<file path="src/rtl/ex_div_ctrl_pkg.sv">
// rtl/ex_div_ctrl_pkg.sv - shared state encoding and constants for the RV32M divider
package ex_div_ctrl_pkg;

  localparam int DIV_DATA_W = 32;
  localparam int DIV_ADDR_W = 5;
  localparam int DIV_CNT_W  = 6;

  typedef enum logic [1:0] {
    DIV_IDLE = 2'd0,
    DIV_ON   = 2'd1,
    DIV_END  = 2'd2
  } div_state_e;

  localparam logic DIV_RESULT_READY     = 1'b1;
  localparam logic DIV_RESULT_NOT_READY = 1'b0;
  localparam logic DIV_START            = 1'b1;
  localparam logic DIV_STOP             = 1'b0;

  // Counter value seen on the edge that performs the final restoring step.
  localparam logic [DIV_CNT_W-1:0] DIV_LAST_STEP = 6'd31;

endpackage

</file>
<file path="src/rtl/ex_div_ctrl_div_step.sv">
// rtl/ex_div_ctrl_div_step.sv - one combinational restoring-division iteration
module ex_div_ctrl_div_step #(
  parameter int DATA_W = 32
) (
  input  logic [DATA_W-1:0] rem_i,
  input  logic [DATA_W-1:0] quo_i,
  input  logic [DATA_W-1:0] dvs_i,
  output logic [DATA_W-1:0] rem_o,
  output logic [DATA_W-1:0] quo_o
);

  logic [DATA_W:0] rem_sh;
  logic [DATA_W:0] diff;

  // rem < dvs always holds, so diff[DATA_W] is exactly the borrow of the trial subtract.
  always_comb begin
    rem_sh = {rem_i, quo_i[DATA_W-1]};
    diff   = rem_sh - {1'b0, dvs_i};
    if (!diff[DATA_W]) begin
      rem_o = diff[DATA_W-1:0];
      quo_o = {quo_i[DATA_W-2:0], 1'b1};
    end else begin
      rem_o = rem_sh[DATA_W-1:0];
      quo_o = {quo_i[DATA_W-2:0], 1'b0};
    end
  end

endmodule

</file>
<file path="src/rtl/ex_div_ctrl.sv">
// rtl/ex_div_ctrl.sv - multi-cycle DIV/DIVU/REM/REMU controller beside the EX-stage ALU
module ex_div_ctrl
  import ex_div_ctrl_pkg::*;
#(
  parameter int DATA_W = DIV_DATA_W,
  parameter int ADDR_W = DIV_ADDR_W
) (
  input  logic              clk,
  input  logic              rst,
  input  logic              start_i,
  input  logic              annul_i,
  input  logic              signed_i,
  input  logic              rem_i,
  input  logic [DATA_W-1:0] dividend_i,
  input  logic [DATA_W-1:0] divisor_i,
  input  logic [ADDR_W-1:0] wd_i,
  output logic [DATA_W-1:0] result_o,
  output logic              ready_o,
  output logic [ADDR_W-1:0] wd_o,
  output logic              busy_o,
  output logic              stallreq_o
);

  localparam logic [DATA_W-1:0] MIN_NEG  = {1'b1, {(DATA_W-1){1'b0}}};
  localparam logic [DATA_W-1:0] ALL_ONES = {DATA_W{1'b1}};
  localparam logic [DATA_W-1:0] ZERO     = {DATA_W{1'b0}};

  div_state_e           state_q, state_d;
  logic [DIV_CNT_W-1:0] cnt_q, cnt_d;
  logic [DATA_W-1:0]    rem_q, rem_d;
  logic [DATA_W-1:0]    quo_q, quo_d;
  logic [DATA_W-1:0]    dvs_q, dvs_d;
  logic                 neg_quo_q, neg_quo_d;
  logic                 neg_rem_q, neg_rem_d;
  logic                 rem_sel_q, rem_sel_d;
  logic [ADDR_W-1:0]    wd_q, wd_d;
  logic [DATA_W-1:0]    result_q, result_d;

  logic [DATA_W-1:0] step_rem;
  logic [DATA_W-1:0] step_quo;
  logic              dvd_neg;
  logic              dvs_neg;
  logic [DATA_W-1:0] dvd_abs;
  logic [DATA_W-1:0] dvs_abs;
  logic [DATA_W-1:0] quo_fix;
  logic [DATA_W-1:0] rem_fix;
  logic              accept;

  ex_div_ctrl_div_step #(.DATA_W(DATA_W)) u_step (
    .rem_i (rem_q),
    .quo_i (quo_q),
    .dvs_i (dvs_q),
    .rem_o (step_rem),
    .quo_o (step_quo)
  );

  always_comb begin
    dvd_neg = signed_i & dividend_i[DATA_W-1];
    dvs_neg = signed_i & divisor_i[DATA_W-1];
    dvd_abs = dvd_neg ? (ZERO - dividend_i) : dividend_i;
    dvs_abs = dvs_neg ? (ZERO - divisor_i) : divisor_i;
    quo_fix = neg_quo_q ? (ZERO - step_quo) : step_quo;
    rem_fix = neg_rem_q ? (ZERO - step_rem) : step_rem;
    accept  = (state_q == DIV_IDLE) && start_i && !annul_i;
  end

  always_comb begin
    state_d   = state_q;
    cnt_d     = cnt_q;
    rem_d     = rem_q;
    quo_d     = quo_q;
    dvs_d     = dvs_q;
    neg_quo_d = neg_quo_q;
    neg_rem_d = neg_rem_q;
    rem_sel_d = rem_sel_q;
    wd_d      = wd_q;
    result_d  = result_q;

    case (state_q)
      DIV_IDLE: begin
        if (accept) begin
          rem_sel_d = rem_i;
          wd_d      = wd_i;
          neg_quo_d = dvd_neg ^ dvs_neg;
          neg_rem_d = dvd_neg;
          rem_d     = ZERO;
          quo_d     = dvd_abs;
          dvs_d     = dvs_abs;
          cnt_d     = '0;
          // Both special cases complete without iterating.
          if (divisor_i == ZERO) begin
            result_d = rem_i ? dividend_i : ALL_ONES;
            state_d  = DIV_END;
          end else if (signed_i && dividend_i == MIN_NEG && divisor_i == ALL_ONES) begin
            result_d = rem_i ? ZERO : MIN_NEG;
            state_d  = DIV_END;
          end else begin
            state_d = DIV_ON;
          end
        end
      end
      DIV_ON: begin
        if (annul_i) begin
          state_d = DIV_IDLE;
        end else begin
          rem_d = step_rem;
          quo_d = step_quo;
          cnt_d = cnt_q + 6'd1;
          if (cnt_q == DIV_LAST_STEP) begin
            result_d = rem_sel_q ? rem_fix : quo_fix;
            state_d  = DIV_END;
          end
        end
      end
      DIV_END: begin
        state_d = DIV_IDLE;
      end
      default: begin
        state_d = DIV_IDLE;
      end
    endcase
  end

  always_ff @(posedge clk or negedge rst) begin
    if (!rst) begin
      state_q   <= DIV_IDLE;
      cnt_q     <= '0;
      rem_q     <= '0;
      quo_q     <= '0;
      dvs_q     <= '0;
      neg_quo_q <= 1'b0;
      neg_rem_q <= 1'b0;
      rem_sel_q <= 1'b0;
      wd_q      <= '0;
      result_q  <= '0;
    end else begin
      state_q   <= state_d;
      cnt_q     <= cnt_d;
      rem_q     <= rem_d;
      quo_q     <= quo_d;
      dvs_q     <= dvs_d;
      neg_quo_q <= neg_quo_d;
      neg_rem_q <= neg_rem_d;
      rem_sel_q <= rem_sel_d;
      wd_q      <= wd_d;
      result_q  <= result_d;
    end
  end

  // Stall is dropped in END so EX latches the result on that cycle.
  always_comb begin
    result_o   = result_q;
    wd_o       = wd_q;
    busy_o     = (state_q != DIV_IDLE);
    ready_o    = (state_q == DIV_END) ? DIV_RESULT_READY : DIV_RESULT_NOT_READY;
    stallreq_o = (accept || state_q == DIV_ON) ? DIV_START : DIV_STOP;
  end

endmodule

</file>
<file path="config.mk">
export PLATFORM = sky130hd
export DESIGN_NAME = ex_div_ctrl
export DESIGN_NICKNAME = d
export VERILOG_FILES = /design/src/rtl/ex_div_ctrl_pkg.sv /design/src/rtl/ex_div_ctrl_div_step.sv /design/src/rtl/ex_div_ctrl.sv
export SDC_FILE = /design/constraint.sdc
export NUM_CORES = 1
export LEC_CHECK = 0
export ABC_CLOCK_PERIOD_IN_PS = 7050
export CORE_AREA = 3 3 157 159
export CTS_BUF_LIST = sky130_fd_sc_hd__clkbuf_4 sky130_fd_sc_hd__clkbuf_8
export DETAILED_ROUTE_END_ITERATION = 8
export DIE_AREA = 0 0 160 162
export GPL_ROUTABILITY_DRIVEN = 0
export GPL_TIMING_DRIVEN = 1
export HOLD_SLACK_MARGIN = 0.08
export MAX_ROUTING_LAYER = met4
export PLACE_DENSITY = 0.73
export REMOVE_ABC_BUFFERS = 1
export SKIP_CTS_REPAIR_TIMING = 1
export SLEW_MARGIN = 20
export SYNTH_ARGS = -nofsm -noshare
export SYNTH_HDL_FRONTEND = slang
export SYNTH_SLANG_ARGS = --single-unit
</file>
<file path="constraint.sdc">
create_clock -name clk -period 7.05 [get_ports clk]
set_clock_uncertainty 0.05 [all_clocks]
set_input_delay 1.41 -clock clk [delete_from_list [all_inputs] [get_ports clk]]
set_output_delay 1.41 -clock clk [all_outputs]
set_load 0.05 [all_outputs]
</file>
# Word-level counts from Yosys, hierarchy flattened

Cells that the tools add are included.

Flip-flop bits (word level): 144
Latch bits: 0
RAM bits: 0
Bits in read-only memories: 0
Input port bits: 75
Output and inout bits: 40
Logic and storage cells: 75
Memories: 0

Add/subtract/negate cells: 6
$mul: 0
Div/mod/pow operators: 0
Magnitude comparators: 0
Eq/ne operators: 10
Shifts and indexed selects: 0
Mux-type cells: 32
Bitwise operators: 3
Reductions and logical operators: 14

Operators by type and width:

| operator              | count |
|---|---|
| $mux 32               | 17 |
| $pmux 32 s2           | 3 |
| $sub 1x32->32 const A | 4 |
| $eq 32x32->1 const B  | 2 |
| $sub 33x32->33        | 1 |
| $logic_not 32->1      | 1 |
| $mux 6                | 2 |
| $pmux 6 s2            | 1 |
| $mux 2                | 5 |
| $add 6x1->6 const B   | 1 |
| $eq 6x5->1 const B    | 1 |
| $ne 2x2->1 const B    | 3 |
| $reduce_and 5->1      | 1 |
| $logic_and 1x1->1     | 4 |
| $pmux 2 s2            | 1 |
| $reduce_and 2->1      | 2 |
| $reduce_bool 2->1     | 2 |
| $mux 1                | 3 |
| $ne 3x1->1 const B    | 1 |
| $ne 3x3->1 const B    | 1 |
| $reduce_and 3->1      | 1 |
| $and 1x1->1           | 2 |
| $eq 2x1->1 const B    | 1 |
| $eq 2x2->1 const B    | 1 |
| other kinds (4)       | 4 |

# Logic depth before layout (Yosys ltp)

Depth after elaboration: 8
Mapped depth: 25
Depth with buffers taken out: 22

# By module

From an unflattened synthesis, not the netlist that was laid out.

Cell total of the unflattened synthesis: 1429
Area, all modules: 12039.0 um2

By module, submodules not included:

| module               | instances | cells each | area each (um2) | sequential area each (um2) |
|---|---|---|---|---|
| ex_div_ctrl          | 1         | 1093       | 9447.8          | 3603.5 |
| ex_div_ctrl_div_step | 1         | 336        | 2591.2          | 0.0 |

# Worst setup path before layout

Ideal clock, no wire load.

Kind: register -> register
From: reg quo_q[31]
To: reg result_q[28] (netlist: result_o[28])
Data arrival time: 5.109 ns
Data required time: 6.874 ns
Path slack: 1.766 ns
Stages on the path, launching flop included: 24
Period minus slack after synthesis: 5.284 ns
Cell sequence: dfrtp_1 inv_1 ha_1 inv_1 fa_1 a211oi_2 o211ai_2 a22o_2 a31o_4 o21ai_4 xnor2_2 clkbuf_1 buf_1 nand2_1 o21ai_0 ha_1 nand2_1 nor3_1 or3b_2 nor4_2 o22ai_1 o21ai_0 mux2i_1 nand3_1

Word-level cells in the longest chain between the ends: 8
Elaborated cells on any way between the ends: 11

Ends and longest elaborated chain:

| item                              | line                                 | source |
|---|---|---|
| start: declaration                | ex_div_ctrl.sv:31                    | `logic [DATA_W-1:0] quo_q, quo_d;` |
| start signal: assignment          | ex_div_ctrl.sv:140                   | `quo_q <= quo_d;` |
| $sub 33x32->33                    | ex_div_ctrl_div_step.sv:18           | `diff = rem_sh - {1'b0, dvs_i};` |
| $mux 1 or $mux 32 (tied branches) | ex_div_ctrl_div_step.sv:19           | `if (!diff[DATA_W]) begin` |
| $sub 1x32->32 (on tied branches)  | ex_div_ctrl.sv:62, ex_div_ctrl.sv:63 |  |
| $mux 32 (on tied branches)        | ex_div_ctrl.sv:62, ex_div_ctrl.sv:63 |  |
| $mux 32 (*)                       | ex_div_ctrl.sv:110                   | `result_d = rem_sel_q ? rem_fix : quo_fix;` |
| $mux 32 (*)                       | ex_div_ctrl.sv:109                   | `if (cnt_q == DIV_LAST_STEP) begin` |
| $mux 32 (*)                       | ex_div_ctrl.sv:103                   | `if (annul_i) begin` |
| $pmux 32 s2 (*)                   | ex_div_ctrl.sv:79                    | `case (state_q)` |
| end signal: assignment            | ex_div_ctrl.sv:146                   | `result_q <= result_d;` |
| end: declaration                  | ex_div_ctrl.sv:37                    | `logic [DATA_W-1:0] result_q, result_d;` |

Every way passes the cells marked *; elsewhere a longest branch is shown, timed or not. The select of a mux whose other input is x is not followed.
A chain may end at the register's enable or synchronous reset.

# Worst setup path after layout

From: reg quo_q[31]
To: reg result_q[30] (netlist: result_o[30])

The elaborated chain is that of the path after synthesis.

==> flow_summary.yaml <==
status:
  status: "finished clean"
power_and_ir_drop:
  power.density_nw_per_um2: 531
  swShare: 0.538
  p_clk_frac: 0.103
  combPwrFrac: 0.687
  seqPwrFrac: 0.210
  ir_worst_vdd_v: 0.000345
  p_leak_uw: 0.00577
  switchingPower_uw: 3960
  p_int_uw: 3400
sta:
  hold_viol: 0
  tightest_slew_ps: 1070
  rsz0062_at_grt: "no"
  fin_ws_ps: 1230
  slew_headroom: 0.287
  finalSetupTns_ps: 0
  max_freq_mhz: 172
  period_needed_ps: 5820
  drv_slew: 0
  post-route-period-util: 0.826
  whs_ps: 427
  finalSetupViolCount: 0
cells_and_area:
  fin_util: 0.592
  regArea_um2: 3600
  fill_cells: 2228
  multiInputGateArea_um2: 7900
  drive_gt1_frac: 0.0574
  fin_nets: 1757
  antenna-diode-count: 0
  fin_area_um2: 13900
  syn_to_final_growth_pct: 14.1
place:
  dpl.hpwl_um: 27600
  place_area_um2: 13400
  dp_slack_ps: 1360
  numPortBuffers: 114
die:
  io-pin-count: 115
  start_util: 0.519
  coreArea_um2: 23400
  dieArea_um2: 25900
  num_rows: 56
  die_w_um: 160
  die_h_um: 162
global_routing:
  grt_overflow: 0
  antenna_found_initial: 0
  grtUsageTotal: 0.293
  grt_first_pass_wirelength_um: 60100
  grt_max_degree: 100
  first_global_vias: 11600
routing:
  drt_drc_violations_left: 0
  drt-met1-wl_um: 15800
  dr_wl_met2_um: 17200
  highest_layer: "met4"
  dr.pass1.iters: 6
  vias_per_cell: 6.22
  wl_met3_um: 2980
  drtIter0Drc: 1046
  detail-route-antenna-nets: 0
  wire_per_inst_um: 19.0
  vias: 12300
  wl_um: 37600
cts:
  cts_htree_levels: 4
  clock_path_buffers: 2
  clk_pin_slew_ps: 90
  numCtsBuffers: 17
  clock-sinks: 144
  cts-root-buf: "clkbuf_8"
  clkLatencyLatePin_ps: 470
  cts_tree: "yes"
worst_setup_path:
  end_kind: "flip-flop"
  crit_chain: "inv_1 > ha_1 > inv_1 > fa_1 > a211oi_2 > o211ai_2 > a22o_2 > a31o_4 > o21ai_4 > xnor2_4 > inv_1 > mux2i_1 > ha_1 > nand2_1 > nor3_1 > or3b_2 > nor4_2 > o22ai_1 > o21ai_0 > mux2i_1 > nand3_1"
  critPathMaxFanout: 23
  crit_required_ps: 7350
  cpPeakStageDelay_ps: 550
  startpoint_type: "flip-flop"
  critical_path_class: "reg -> reg"
  cp.arrival_ps: 6120
  rrSetupSlack_ps: 1230
  crit_path_top_delay_cell: "or3b_2"
  cp_common_cell: "inv_1"
synthesis:
  synthCells: 1583
  synth_top_area_cell: "dfrtp_1"
  syn_area_per_cell_um2: 7.68
  synth_warnings: 0
  synth-main-ff-cell: "dfrtp_1"
  synth-async-reset-ratio: 1.00
  post_synth_num_cell_types: 95
  synth-seq-cells: 144
  synth_top_cell_area_share: 0.296
  netlist_area_um2: 12200
  yosys-top-cells-area: "dfrtp_1 30%, o21ai_0 7.7%, nand2_1 6.7%"
  synth_edf_count: 0
  synth-seq-area-share: 0.296
worst_hold_path:
  worstHoldPathType: "reg -> reg"
run:
  drv.max_cap_violation_count: 0
==> Yosys cell counts (all sizes together) (3+ instances only) <==
master   count
nand2      219
o21ai      192
dfrtp      144
nor2       139
a21oi      126
clkbuf      69
xnor2       63
inv         62
xor2        58
ha          38
nor3        38
nand3       34
mux2i       26
o31ai       26
buf         23
a21o        20
nor4        20
or3         20
a31oi       19
nand4       19
and3        18
nand2b      18
o211ai      18
o41ai       14
a211oi      13
or4         13
and2        10
nor2b        9
o221ai       9
a22o         8
o21a         7
a211o        6
a41oi        6
mux2         6
nand3b       6
or2          6
o211a        5
o311ai       5
a311oi       4
o31a         4
a2111o       3
o2111ai      3
o22a         3
o22ai        3
==> registers in the layout (all words and copies together) (netlist names) <==
name / count
rem_sel_q: 1
neg_quo_q: 1
dvs_q: 32
result_o: 32
neg_rem_q: 1
state_q: 2
cnt_q: 6
wd_o: 5
rem_q: 32
quo_q: 32
==> metal layers <==
metal	GRT usage	vias up
met2	0.455	535
met1	0.378	5812
li1	-	5847
met4	0.127	0
met5	-	-
met3	0.0543	92
==> power by group through the flow <==
| stage | clock network, uW | logic, uW | registers (uW) |
|---|---|---|---|
| final | 754 | 5060 | 1550 |
| after floorplan | 0 | 3290 | 1830 |
| after global placement | 0 | 4870 | 1530 |
| after detailed placement | 0 | 4950 | 1550 |
| after CTS | 762 | 4980 | 1530 |
| after global routing | 795 | 5520 | 1580 |
==> cell families after synthesis <==
kind of cell | count (synthesis) | share of synthesized area
mux | 32 | 0.0270
simple gates | 583 | 0.226
flops | 144 | 0.296
fa+ha+maj | 39 | 0.0408
buf+inv | 154 | 0.0560
compound gates | 510 | 0.266
xor+xnor | 121 | 0.0878
==> worst max-delay path: cells and delay by family, from the launching register on <==
family / cells / cell delay (ps)
DFF: 1 / 420
and+or+nand+nor: 5 / 1410
xor gates and xnor gates: 1 / 350
buffers and inverters: 3 / 300
muxes: 2 / 520
adders and majority gates: 3 / 880
AOI/OAI and AO/OA: 7 / 1740
==> final cells by class <==
cell class | count | area share
clock buffers | 17 | 0.0169
clock inverters | 15 | 0.0149
inverters | 62 | 0.0168
multi-input cells | 1285 | 0.570
flip-flops and latches | 144 | 0.260
well taps | 319 | 0.0288
repair buffers | 133 | 0.0927
==> final timing paths <==
path                           start      endpoint  depth (start not counted)
setup reg to reg           quo_q[31]  result_o[30]                         21
min in group asynchronous        rst     dvs_q[30]                          1
hold reg to reg              wd_o[1]       wd_o[1]                          2
max in group asynchronous        rst  result_o[19]                          2
hold / removal               wd_o[1]       wd_o[1]                          2
setup / recovery           quo_q[31]  result_o[30]                         21
==> stage by stage <==
step / power (uW) / cells
6_report: 7360 / 1975
2_1_floorplan: 5120 / 1491
5_1_grt: 7900 / 1975
4_1_cts: 7280 / 1975
3_5_place_dp: 6500 / 1943
3_3_place_gp: 6400 / 1943
==> placed cells by master, fill, tap and decap left out, types with 7 or more instances in the layout <==
master and count:
o21a_1 7, nor3_1 37, a211oi_1 12, a21o_1 19, mux2i_1 26, ha_1 38
or4_1 12, a31oi_1 18, o41ai_1 13, and3_1 17, o21ai_0 188, o31ai_1 25
clkbuf_8 17, nand2_1 218, a22o_1 7, xnor2_1 62, nand2b_1 18, and2_1 10
o211ai_1 17, nor4_1 18, nor2_1 138, a21oi_1 122, o221ai_1 8, buf_4 19
nor2b_1 9, nand3_1 34, clkdlybuf4s50_1 113, nand4_1 19, inv_1 62, dfrtp_1 144
xor2_1 58, or3_1 19
No activity file was read; power rests on OpenSTA's default activity.
